**src/rtl/tx_itrpt_cond_pkg.sv**
```systemverilog
// Shared types and default widths for the TX interrupt conditioner.
package tx_itrpt_cond_pkg;

  localparam int unsigned CntWDefault = 16;
  localparam int unsigned LenWDefault = 8;

  typedef enum logic [1:0] {
    StIdle,
    StAssert,
    StHoldoff
  } chan_state_e;

endpackage

```
**src/rtl/tx_itrpt_cond_chan.sv**
```systemverilog
// One interrupt channel: rising-edge detect, pulse/hold-off FSM with a one-deep
// deferred event, and a saturating event counter.
module tx_itrpt_cond_chan
  import tx_itrpt_cond_pkg::*;
#(
  parameter int unsigned CNT_W = CntWDefault,
  parameter int unsigned LEN_W = LenWDefault
) (
  input  logic             clk_i,
  input  logic             rst_ni,
  input  logic             tx_itrpt_in_i,
  input  logic             itrpt_en_i,
  input  logic [LEN_W-1:0] pulse_width_i,
  input  logic [LEN_W-1:0] holdoff_len_i,
  input  logic             event_cnt_clr_i,
  output logic             tx_itrpt_out_o,
  output logic [CNT_W-1:0] event_cnt_o,
  output logic             deferred_o
);

  chan_state_e      state_q, state_d;
  logic [LEN_W-1:0] len_cnt_q, len_cnt_d;
  logic [CNT_W-1:0] ev_cnt_q, ev_cnt_d;
  logic             deferred_q, deferred_d;
  logic             out_q, out_d;
  logic             prev_q;

  logic             edge_ev;
  logic             defer_eff;
  logic [LEN_W-1:0] pw_load;
  logic [LEN_W-1:0] hl_load;

  assign edge_ev   = itrpt_en_i & tx_itrpt_in_i & ~prev_q;
  // An edge in the final cycle of a phase still queues a follow-on pulse.
  assign defer_eff = deferred_q | edge_ev;
  assign pw_load   = (pulse_width_i == '0) ? '0 : pulse_width_i - LEN_W'(1);
  assign hl_load   = holdoff_len_i - LEN_W'(1);

  always_comb begin
    state_d    = state_q;
    len_cnt_d  = len_cnt_q;
    deferred_d = deferred_q;
    if (!itrpt_en_i) begin
      state_d    = StIdle;
      len_cnt_d  = '0;
      deferred_d = 1'b0;
    end else begin
      unique case (state_q)
        StIdle: begin
          if (edge_ev) begin
            state_d   = StAssert;
            len_cnt_d = pw_load;
          end
        end
        StAssert, StHoldoff: begin
          if (edge_ev) deferred_d = 1'b1;
          if (len_cnt_q != '0) begin
            len_cnt_d = len_cnt_q - LEN_W'(1);
          end else if (state_q == StAssert && holdoff_len_i != '0) begin
            state_d   = StHoldoff;
            len_cnt_d = hl_load;
          end else if (defer_eff) begin
            state_d    = StAssert;
            len_cnt_d  = pw_load;
            deferred_d = 1'b0;
          end else begin
            state_d = StIdle;
          end
        end
        default: state_d = StIdle;
      endcase
    end
  end

  always_comb begin
    out_d = (state_d == StAssert);
    ev_cnt_d = ev_cnt_q;
    if (event_cnt_clr_i) begin
      ev_cnt_d = '0;
    end else if (edge_ev && (ev_cnt_q != '1)) begin
      ev_cnt_d = ev_cnt_q + CNT_W'(1);
    end
  end

  // prev resets high so a source already asserted at reset release is ignored.
  always_ff @(posedge clk_i or negedge rst_ni) begin
    if (!rst_ni) begin
      state_q    <= StIdle;
      len_cnt_q  <= '0;
      ev_cnt_q   <= '0;
      deferred_q <= 1'b0;
      out_q      <= 1'b0;
      prev_q     <= 1'b1;
    end else begin
      state_q    <= state_d;
      len_cnt_q  <= len_cnt_d;
      ev_cnt_q   <= ev_cnt_d;
      deferred_q <= deferred_d;
      out_q      <= out_d;
      prev_q     <= tx_itrpt_in_i;
    end
  end

  assign tx_itrpt_out_o = out_q;
  assign event_cnt_o    = ev_cnt_q;
  assign deferred_o     = deferred_q;

endmodule

```
**src/rtl/tx_itrpt_conditioner.sv**
```systemverilog
// Conditions the two TX interrupt lines into clean, spaced pulses for the PS
// interrupt controller; the two channels share the width/hold-off registers.
module tx_itrpt_conditioner
  import tx_itrpt_cond_pkg::*;
#(
  parameter int unsigned CNT_W = CntWDefault,
  parameter int unsigned LEN_W = LenWDefault
) (
  input  logic             clk,
  input  logic             rstn,
  input  logic [1:0]       tx_itrpt_in,
  input  logic [1:0]       itrpt_en,
  input  logic [LEN_W-1:0] pulse_width,
  input  logic [LEN_W-1:0] holdoff_len,
  input  logic [1:0]       event_cnt_clr,
  output logic [1:0]       tx_itrpt_out,
  output logic [CNT_W-1:0] event_cnt0,
  output logic [CNT_W-1:0] event_cnt1,
  output logic [1:0]       deferred
);

  tx_itrpt_cond_chan #(
    .CNT_W(CNT_W),
    .LEN_W(LEN_W)
  ) u_chan0 (
    .clk_i          (clk),
    .rst_ni         (rstn),
    .tx_itrpt_in_i  (tx_itrpt_in[0]),
    .itrpt_en_i     (itrpt_en[0]),
    .pulse_width_i  (pulse_width),
    .holdoff_len_i  (holdoff_len),
    .event_cnt_clr_i(event_cnt_clr[0]),
    .tx_itrpt_out_o (tx_itrpt_out[0]),
    .event_cnt_o    (event_cnt0),
    .deferred_o     (deferred[0])
  );

  tx_itrpt_cond_chan #(
    .CNT_W(CNT_W),
    .LEN_W(LEN_W)
  ) u_chan1 (
    .clk_i          (clk),
    .rst_ni         (rstn),
    .tx_itrpt_in_i  (tx_itrpt_in[1]),
    .itrpt_en_i     (itrpt_en[1]),
    .pulse_width_i  (pulse_width),
    .holdoff_len_i  (holdoff_len),
    .event_cnt_clr_i(event_cnt_clr[1]),
    .tx_itrpt_out_o (tx_itrpt_out[1]),
    .event_cnt_o    (event_cnt1),
    .deferred_o     (deferred[1])
  );

endmodule

```
**config.mk**
```make
export PLATFORM = sky130hd
export DESIGN_NAME = tx_itrpt_conditioner
export DESIGN_NICKNAME = d
export VERILOG_FILES = /design/src/rtl/tx_itrpt_cond_pkg.sv /design/src/rtl/tx_itrpt_cond_chan.sv /design/src/rtl/tx_itrpt_conditioner.sv
export SDC_FILE = /design/constraint.sdc
export NUM_CORES = 1
export LEC_CHECK = 0
export BUFFER_PORTS_ARGS = -buffer_cell sky130_fd_sc_hd__buf_4
export CAP_MARGIN = 40
export CORE_ASPECT_RATIO = 1.25
export CORE_MARGIN = 2
export CORE_UTILIZATION = 41
export CTS_BUF_LIST = sky130_fd_sc_hd__clkbuf_4 sky130_fd_sc_hd__clkbuf_8 sky130_fd_sc_hd__clkbuf_16
export DETAILED_ROUTE_END_ITERATION = 16
export GPL_ROUTABILITY_DRIVEN = 0
export HOLD_SLACK_MARGIN = 0.12
export SLEW_MARGIN = 10
export SYNTH_ARGS = -nofsm -noshare
export SYNTH_HDL_FRONTEND = slang
export SYNTH_SLANG_ARGS = --single-unit
```
**constraint.sdc**
```tcl
create_clock -name clk -period 2.45 [get_ports clk]
set_input_delay 0.245 -clock clk [delete_from_list [all_inputs] [get_ports clk]]
set_output_delay 0.245 -clock clk [all_outputs]
set_load 0.02 [all_outputs]
```
==> results of run 1 <==
registers in the layout, indices dropped and copies added, names as in the netlist:
signal and cells:
u_chan0.deferred_o 1, u_chan0.event_cnt_o 16, u_chan0.len_cnt_q 8, u_chan0.prev_q 1
u_chan0.state_q 2, u_chan0.tx_itrpt_out_o 1, u_chan1.deferred_o 1, u_chan1.event_cnt_o 16
u_chan1.len_cnt_q 8, u_chan1.prev_q 1, u_chan1.state_q 2, u_chan1.tx_itrpt_out_o 1
metrics by stage:
| step | cell area, µm² | hold slack (ns) | instances | setup slack, ns | power [W] |
|---|---|---|---|---|---|
| 2_1_floorplan | 3810 | -0.0506 | 436 | 0.253 | 0.00141 |
| 3_3_place_gp | 4410 | 0.374 | 614 | 0.184 | 0.00158 |
| 3_5_place_dp | 4430 | 0.374 | 615 | 0.145 | 0.00159 |
| 4_1_cts | 4760 | 0.209 | 634 | 0.134 | 0.00286 |
| 5_1_grt | 4760 | 0.229 | 634 | 0.0585 | 0.00298 |
| 6_report | 4760 | 0.212 | 634 | 0.248 | 0.00284 |
cells in the final DEF, fill, tap and decap left out, types with 3 or more instances in the layout:
cell           netlist  layout
buf_4                5      72
nor2_1              63      63
dfrtp_1             56      56
nand2_1             30      30
a21oi_1             28      28
xor2_1              25      25
inv_1               19      19
o21ai_0             18      18
ha_1                16      16
xnor2_1             15      15
nand3_1             14      14
nor3_1              13      13
nand4_1             11      11
a31oi_1             10      10
and3_1               9       9
clkbuf_16            0       9
mux2_2               8       8
nor4_1               5       5
clkbuf_8             0       5
or3_1                4       4
or4_1                4       4
and2_1               4       4
nand2b_1             4       4
nor3b_1              3       3
nand3b_1             3       3
a21o_1               3       3
a311oi_1             3       3
o22ai_1              3       3
and4_1               3       3
dlygate4sd3_1        0       3
area by class of cell:
type                            instances  area, µm²
Inverter                               19       71.3
Sequential cell                        58       1450
Multi-Input combinational cell        342       2200
Fill cell                             903       4310
Clock buffer                           15        302
Timing Repair Buffer                   76        582
Tap cell                              123        154
Clock inverter                          1       5.00
synth_stat cells, drive strengths merged, types with 3 or more instances:
cell type and number:
xnor2 15, nor4 5, xor2 25, nor3b 3, a311oi 3, nand4 11
nand3 14, and2 5, nand2 30, a21o 3, o22ai 3, or4 4
and4 3, clkbuf 7, a21oi 28, nor3 14, nor2 64, nand2b 4
a31oi 10, ha 16, and3 9, nand3b 3, or3 4, mux2 8
inv 19, buf 10, o21ai 21, dfrtp 56
routing by layer:
layer  track usage  vias up
li1              -     1696
met1         0.251     1667
met2         0.329      118
met3        0.0365       29
met4         0.124        0
met5             0        -
path summary, 6_finish.rpt:
check | start | slack [ns] | end | cells after the start
setup / recovery | u_chan1.len_cnt_q[0] | 0.25 | u_chan1.len_cnt_q[6] | 8
hold / removal | event_cnt_clr[1] | 0.21 | u_chan1.event_cnt_o[12] | 2
setup reg to reg | u_chan1.len_cnt_q[0] | 0.25 | u_chan1.len_cnt_q[6] | 8
hold reg to reg | u_chan1.len_cnt_q[0] | 0.55 | u_chan1.len_cnt_q[0] | 1
max in group asynchronous | rstn | 1.41 | u_chan0.len_cnt_q[6] | 2
min in group asynchronous | rstn | 0.53 | u_chan1.len_cnt_q[5] | 2
repair_timing:
action                                  4_1_cts  5_1_grt
hold buffers                                  3        0
gates resized for setup                       0        1
hold endpoints to repair                     58        0
endpoints found under the setup margin        0        4
power by group:
part	leakage (nW)	switching, W	internal, W
Clock	0.155	0.000421	0.000831
Combinational	1.21	0.000286	0.000224
Sequential	0.776	0.0000617	0.00101
Total	2.14	0.000769	0.00207
logic make-up after synthesis:
family,share of synthesized area
XOR/XNOR,0.0919
buffers and inverters,0.0430
flip-flops,0.381
AND/OR/NAND/NOR,0.249
multiplexers,0.0289
adder cells (fa/ha/maj),0.0525
AO/OA/AOI/OAI,0.153
==> impl_metrics.json, run 1 <==
{
  "die-area_um2": 10100,
  "max_freq_mhz": 454,
  "path_buf_inv": 1,
  "seq_area_frac_synth": 0.381,
  "postCtsSetupBuffers": 0,
  "yosys.area.top_type_share": 0.368,
  "ys_types": 64,
  "clkSinkCount": 58,
  "syn_to_final_growth_pct": 25.0,
  "drive_gt1_frac": 0.211,
  "async_flop_share": 1.00,
  "drc_errors": 0,
  "grt_first_pass_wirelength_mm": 16.6,
  "maxCapViolations": 0,
  "antenna_found_initial": 0,
  "drt-initial-drc-count": 170,
  "hold_viol": 0,
  "clock_skew_ns": 0.00321,
  "hold_path_class": "primary input to register",
  "clockBufferDepth": 2,
  "slew_headroom": 0.495,
  "clkLatencyLatePin_ns": 0.33,
  "rows": 39,
  "port_buffers": 59,
  "coreArea_um2": 9080,
  "antenna-diode-count": 0,
  "synth_ff_type": "dfrtp_1",
  "routedWlPerCell_um": 15.4,
  "cts.clk_slew.worst_paths_ns": 0.05,
  "routed-wl-met2_mm": 4.57,
  "cts_buffers": 9,
  "h-tree-depth": 3,
  "wl_met1_mm": 4.22,
  "setup_tns_ns": 0,
  "die_x_um": 90.3,
  "route.vias.total": 3510,
  "run_status": "complete, no violations",
  "wl_met3_um": 523,
  "setup_viol": 0,
  "cts_root_buf": "clkbuf_16",
  "cp_slowest_stage_delay_ns": 0.49,
  "ys_ff_latch": 58,
  "vdd_drop_max_uv": 369,
  "cp.required_ns": 2.72,
  "p_leak_nw": 2.14,
  "overflow": 0,
  "ant_nets": 0,
  "synth-edff-count": 0,
  "grt_pass1_vias": 3526,
  "synthesis.area_um2": 3810,
  "critPathMaxFanout": 10,
  "synth_cells": 436,
  "crit_slowest_cell": "or4b_4",
  "fin_util": 0.525,
  "grt_use_total": 0.203,
  "drt_wl_total_mm": 9.75,
  "criticalPathCategory": "register to register",
  "worstSetupEndpointType": "register",
  "drtPass1Iterations": 4,
  "synth_top_area_cell": "dfrtp_1",
  "dieHeight_um": 112,
  "synth_nets": 476,
  "synthTopCellsByArea": "dfrtp_1 37%, nor2_1 6.2%, xor2_1 5.7%",
  "hpwl_mm": 7.20,
  "period_minus_slack_ns": 2.20,
  "crit_path_cell_trace": "inv_1 -> ha_1 -> or4b_4 -> or2_4 -> o21ai_4 -> nand2_1 -> o22ai_1 -> mux2_2",
  "yosysWarnings": 0,
  "grt_max_degree": 59,
  "maxSlewViolCount": 0,
  "rsz0062_at_grt": "no",
  "syn_avg_cell_area_um2": 8.74,
  "cts_tree": "yes",
  "period_share": 0.899,
  "cp.arrival_ns": 2.47,
  "start_util": 0.420,
  "startpoint_type": "register",
  "power.density_nw_per_um2": 595,
  "viasPerCell": 5.54,
  "worst_pin_slew_ns": 0.758,
  "critical-path-top-delay-family": "simple AND/OR/NAND/NOR gates",
  "nets": 546,
  "route.top_layer_used": "met4",
  "io_pins": 60
}
Note: power is estimated with default switching activity, not from simulation.
==> inputs of run 2 (changes only) <==
--- a/config.mk
+++ b/config.mk
@@ -10,7 +10,7 @@
 export CORE_ASPECT_RATIO = 1.25
 export CORE_MARGIN = 2
 export CORE_UTILIZATION = 41
-export CTS_BUF_LIST = sky130_fd_sc_hd__clkbuf_4 sky130_fd_sc_hd__clkbuf_8 sky130_fd_sc_hd__clkbuf_16
+export CTS_BUF_LIST = sky130_fd_sc_hd__clkbuf_2
 export DETAILED_ROUTE_END_ITERATION = 16
 export GPL_ROUTABILITY_DRIVEN = 0
 export HOLD_SLACK_MARGIN = 0.12
==> impl_metrics.json, run 2 (synthesis results as in run 1) <==
{
  "run_status": "complete, no violations",
  "critPathLaunch": "pulse_width[0]",
  "critPathMaxFanout": 3,
  "setup_viol": 0,
  "max_freq_mhz": 420,
  "nets": 551,
  "coreArea_um2": 9080,
  "maxSlewViolCount": 0,
  "rsz0062_at_grt": "no",
  "fillers": 927,
  "clockBufferDepth": 2,
  "p_leak_nw": 2.06,
  "place_area_um2": 4430,
  "cp.required_ns": 2.81,
  "rows": 39,
  "stdcell_area_um2": 4580,
  "cts_tree": "yes",
  "cts_buffers": 9,
  "power.density_nw_per_um2": 447,
  "h-tree-depth": 3,
  "start_util": 0.420,
  "antenna_found_initial": 0,
  "slew_headroom": 0.498,
  "setup_ws_ns": 0.0711,
  "p_clk_frac": 0.227,
  "viasPerCell": 5.48,
  "grt_max_degree": 59,
  "power_w": 0.00205,
  "use_met1": 0.250,
  "p_sw_w": 0.000691,
  "hold_viol": 0,
  "syn_to_final_growth_pct": 20.2,
  "drc_errors": 0,
  "drive_gt1_frac": 0.200,
  "swShare": 0.337,
  "grt_first_pass_wirelength_mm": 16.4,
  "grt_use_met3": 0.0474,
  "clkLatencyLatePin_ns": 0.47,
  "seqPwrFrac": 0.522,
  "worstSetupEndpointType": "register",
  "fin_util": 0.505,
  "routedWlPerCell_um": 15.2,
  "drt-initial-drc-count": 131,
  "seqCellArea_um2": 1450,
  "antenna-diode-count": 0,
  "grt_util_met2": 0.329,
  "maxCapViolations": 0,
  "overflow": 0,
  "die-area_um2": 10100,
  "busiest_layer": "met2",
  "r2r_start": "u_chan1.len_cnt_q[0]",
  "final_common_cell": "buf_4",
  "clkSinkCount": 58,
  "period_minus_slack_ns": 2.38,
  "postCtsSetupBuffers": 0,
  "clock_skew_ns": 0.0210,
  "dieHeight_um": 112,
  "cts_root_buf": "clkbuf_2",
  "ant_nets": 0,
  "combPwrFrac": 0.251,
  "drt_wl_total_mm": 9.69,
  "io_pins": 60,
  "port_buffers": 59,
  "grt_pass1_vias": 3465,
  "cts.clk_slew.worst_paths_ns": 0.17,
  "setup_tns_ns": 0,
  "drtPass1Iterations": 4,
  "cp.arrival_ns": 2.74,
  "startpoint_type": "primary input",
  "die_x_um": 90.3,
  "grt_use_total": 0.200,
  "period_share": 0.971,
  "holdCritStartpoint": "holdoff_len[0]",
  "worst_pin_slew_ns": 0.753,
  "criticalPathCategory": "primary input to register",
  "place_ws_ns": 0.145,
  "multi_input_area_um2": 2200,
  "hold_path_class": "primary input to register",
  "hpwl_mm": 7.20,
  "vdd_drop_max_uv": 281,
  "layout_common_cells": "72 x buf_4, 63 x nor2_1, 56 x dfrtp_1",
  "power.internal_w": 0.00136,
  "route.vias.total": 3501
}
==> run 2: changes by cell type in the layout (fill, tap and decap cells not counted) <==
| cell | before | now |
|---|---|---|
| clkbuf_8 | 5 | 0 |
| clkbuf_4 | 1 | 0 |
| clkinv_1 | 0 | 5 |
| clkbuf_2 | 0 | 10 |
| dlygate4sd3_1 | 3 | 8 |
| clkbuf_16 | 9 | 0 |
==> run 2: cell type report <==
class | instances | area share
Timing Repair Buffer | 81 | 0.138
Inverter | 19 | 0.0156
Clock buffer | 10 | 0.0109
Sequential cell | 58 | 0.317
Clock inverter | 6 | 0.00519
Tap cell | 123 | 0.0336
Multi-Input combinational cell | 342 | 0.480
==> run 2: path summary, 6_finish.rpt <==
check / end / cells past startpoint / slack (ns)
setup / recovery: u_chan1.len_cnt_q[7] / 10 / 0.07
hold / removal: u_chan0.len_cnt_q[0] / 4 / 0.17
setup reg to reg: u_chan1.len_cnt_q[6] / 8 / 0.23
hold reg to reg: u_chan1.len_cnt_q[0] / 1 / 0.57
max in group asynchronous: u_chan0.event_cnt_o[3] / 2 / 1.58
min in group asynchronous: u_chan0.len_cnt_q[0] / 2 / 0.34
==> run 2: power groups by stage <==
stage	sequential [W]	clock, W	combinational (W)
after detailed placement	0.00109	0	0.000502
after CTS	0.00107	0.000494	0.000515
after global routing	0.00108	0.000537	0.000579
final	0.00107	0.000465	0.000515
after floorplan	0.00107	0	0.000337
after global placement	0.00108	0	0.000494
==> run 2: layer usage <==
| metal | vias up | wire length, µm |
|---|---|---|
| met4 | 0 | 283 |
| met2 | 109 | 4600 |
| li1 | 1709 | - |
| met3 | 21 | 506 |
| met1 | 1662 | 4290 |
| met5 | - | 0 |
==> run 2: per-stage QoR <==
step | hold slack (ns) | std cells
6_report | 0.172 | 639
4_1_cts | 0.120 | 639
5_1_grt | 0.137 | 639
3_3_place_gp | 0.374 | 614
3_5_place_dp | 0.374 | 615
2_1_floorplan | -0.0506 | 436
==> run 2: what timing repair did <==
action / CTS / global route
resized for setup: 0 / 1
endpoints found under the setup margin: 0 / 4
hold endpoints to repair: 97 / 0
hold buffers: 8 / 0
==> run 2: critical path, stage by stage <==
cell           delay, ns
dlygate4sd3_1       0.54
buf_4               0.15
inv_1               0.08
ha_1                0.18
or4b_2              0.63
nor2_1              0.22
o32ai_1             0.19
nand3_1             0.12
o21ai_0             0.09
mux2_2              0.28
==> inputs of run 3 (changes only) <==
--- a/config.mk
+++ b/config.mk
@@ -14,6 +14,7 @@
 export DETAILED_ROUTE_END_ITERATION = 16
 export GPL_ROUTABILITY_DRIVEN = 0
 export HOLD_SLACK_MARGIN = 0.12
+export PLACE_DENSITY_LB_ADDON = 0.25
 export SLEW_MARGIN = 10
 export SYNTH_ARGS = -nofsm -noshare
 export SYNTH_HDL_FRONTEND = slang
==> impl_metrics.json, run 3 (synthesis results as in run 1) <==
{
  "hold_viol": 0,
  "power_w": 0.00206,
  "clock_skew_ns": 0.0317,
  "coreArea_um2": 9080,
  "cts.clk_slew.worst_paths_ns": 0.18,
  "routedWlPerCell_um": 14.8,
  "startpoint_type": "primary input",
  "hold_path_class": "primary input to register",
  "busiest_layer": "met2",
  "setup_viol": 0,
  "grt_max_degree": 59,
  "run_status": "complete, no violations",
  "antenna_found_initial": 0,
  "grt_use_met3": 0.0494,
  "fillers": 918,
  "hpwl_mm": 7.11,
  "reg2reg_slack_ns": 0.13,
  "maxSlewViolCount": 0,
  "critPathMaxFanout": 10,
  "r2r_start": "u_chan1.len_cnt_q[0]",
  "vdd_drop_max_uv": 254,
  "dp_cells": 612,
  "slew_headroom": 0.509,
  "setup_tns_ns": 0,
  "die_x_um": 90.3,
  "use_met1": 0.262,
  "h-tree-depth": 3,
  "drt-initial-drc-count": 193,
  "stdcell_area_um2": 4570,
  "rsz0062_at_grt": "no",
  "worst_pin_slew_ns": 0.737,
  "cp.required_ns": 2.82,
  "route.vias.total": 3450,
  "grt_first_pass_wirelength_mm": 16.1,
  "drc_errors": 0,
  "layout_common_cells": "69 x buf_4, 63 x nor2_1, 56 x dfrtp_1",
  "power.density_nw_per_um2": 451,
  "maxCapViolations": 0,
  "syn_to_final_growth_pct": 19.9,
  "crit_path_cell_trace": "dlygate4sd3_1 -> buf_4 -> inv_1 -> ha_1 -> or3b_2 -> o21ai_1 -> and3_1 -> o21a_1 -> mux2_2",
  "max_freq_mhz": 422,
  "postCtsSetupBuffers": 0,
  "crit_slowest_cell": "dlygate4sd3_1",
  "worstReg2RegEnd": "u_chan1.len_cnt_q[4]",
  "reg2regPathDepth": 7,
  "die-area_um2": 10100,
  "drive_gt1_frac": 0.200,
  "dieHeight_um": 112,
  "io_pins": 60,
  "clkLatencyLatePin_ns": 0.48,
  "multi_input_area_um2": 2200,
  "grt_util_met2": 0.310,
  "grt_pass1_vias": 3315,
  "nets": 549,
  "grt_use_total": 0.196,
  "viasPerCell": 5.42,
  "place_area_um2": 4400,
  "rows": 39,
  "criticalPathCategory": "primary input to register",
  "cp_slowest_stage_delay_ns": 0.54,
  "critPathLaunch": "holdoff_len[0]",
  "clkSinkCount": 58,
  "drtPass1Iterations": 4,
  "start_util": 0.420,
  "overflow": 0,
  "clockBufferDepth": 2,
  "endpoint": "u_chan1.len_cnt_q[4]",
  "ant_nets": 0,
  "cts_root_buf": "clkbuf_2",
  "drt_wl_total_mm": 9.41,
  "worstSetupEndpointType": "register",
  "stdcell_count": 637,
  "period_share": 0.968,
  "cts_buffers": 9,
  "port_buffers": 59,
  "cp.arrival_ns": 2.74,
  "p_leak_nw": 2.05,
  "antenna-diode-count": 0,
  "period_minus_slack_ns": 2.37,
  "cts_tree": "yes",
  "seqCellArea_um2": 1450,
  "final_common_cell": "buf_4",
  "fin_util": 0.503
}
==> run 3: cell types whose count changed in the layout (fill, tap and decap cells not counted), sizes merged <==
| cell | before | now |
|---|---|---|
| clkbuf | 10 | 13 |
| clkdlybuf4s15 | 1 | 0 |
| dlygate4sd3 | 8 | 9 |
| buf | 72 | 70 |
| clkinvlp | 0 | 1 |
| clkinv | 6 | 2 |
==> run 3: worst max-delay path, delay by kind of cell <==
family / cells / cell delay (ns)
buf+inv: 3 / 0.78
simple gates: 2 / 0.64
compound gates: 2 / 0.53
mux: 1 / 0.39
fa+ha+maj: 1 / 0.16
==> run 3: repair_timing <==
item                                    4_1_cts  5_1_grt
endpoints found under the hold margin        98        0
gates resized for setup                       0        1
hold buffers                                  9        0
endpoints found under the setup margin        0        3
==> run 3: final cells by class <==
cell class                      instances  share of cell area
Clock buffer                           13              0.0142
Clock inverter                          3             0.00356
Inverter                               19              0.0156
Multi-Input combinational cell        342               0.481
Sequential cell                        58               0.318
Tap cell                              123              0.0337
Timing Repair Buffer                   79               0.134
==> run 3: worst min-delay path by stage <==
stage / from / to / slack, ns / cells past startpoint
finish: pulse_width[1] / u_chan0.len_cnt_q[1] / 0.25 / 6
detailed placement: rstn / u_chan1.state_q[1] / 0.36 / 1
floorplan: rstn / u_chan0.deferred_o / -0.05 / 0
global placement: rstn / u_chan1.len_cnt_q[3] / 0.36 / 1
CTS: pulse_width[1] / u_chan0.len_cnt_q[1] / 0.18 / 6
global route: pulse_width[5] / u_chan0.len_cnt_q[5] / 0.19 / 4
==> run 3: metrics by stage <==
step                      hold WS, ns  setup slack, ns
after global placement          0.363            0.165
final                           0.247           0.0790
after detailed placement        0.365            0.124
after CTS                       0.178           0.0916
after global routing            0.194         0.000715
after floorplan               -0.0506            0.253
==> run 3: power breakdown <==
| part | total [W] | internal (W) | switching, W |
|---|---|---|---|
| sequential | 0.00107 | 0.00101 | 0.0000594 |
| combinational | 0.000509 | 0.000226 | 0.000283 |
| clock | 0.000484 | 0.000146 | 0.000338 |
==> run 3: metal layers <==
layer | part of all wire | wire (µm) | vias up
met5 | 0 | 0 | -
met4 | 0.013 | 124 | 0
met3 | 0.052 | 493 | 15
met2 | 0.49 | 4570 | 102
met1 | 0.45 | 4230 | 1628
li1 | - | - | 1705
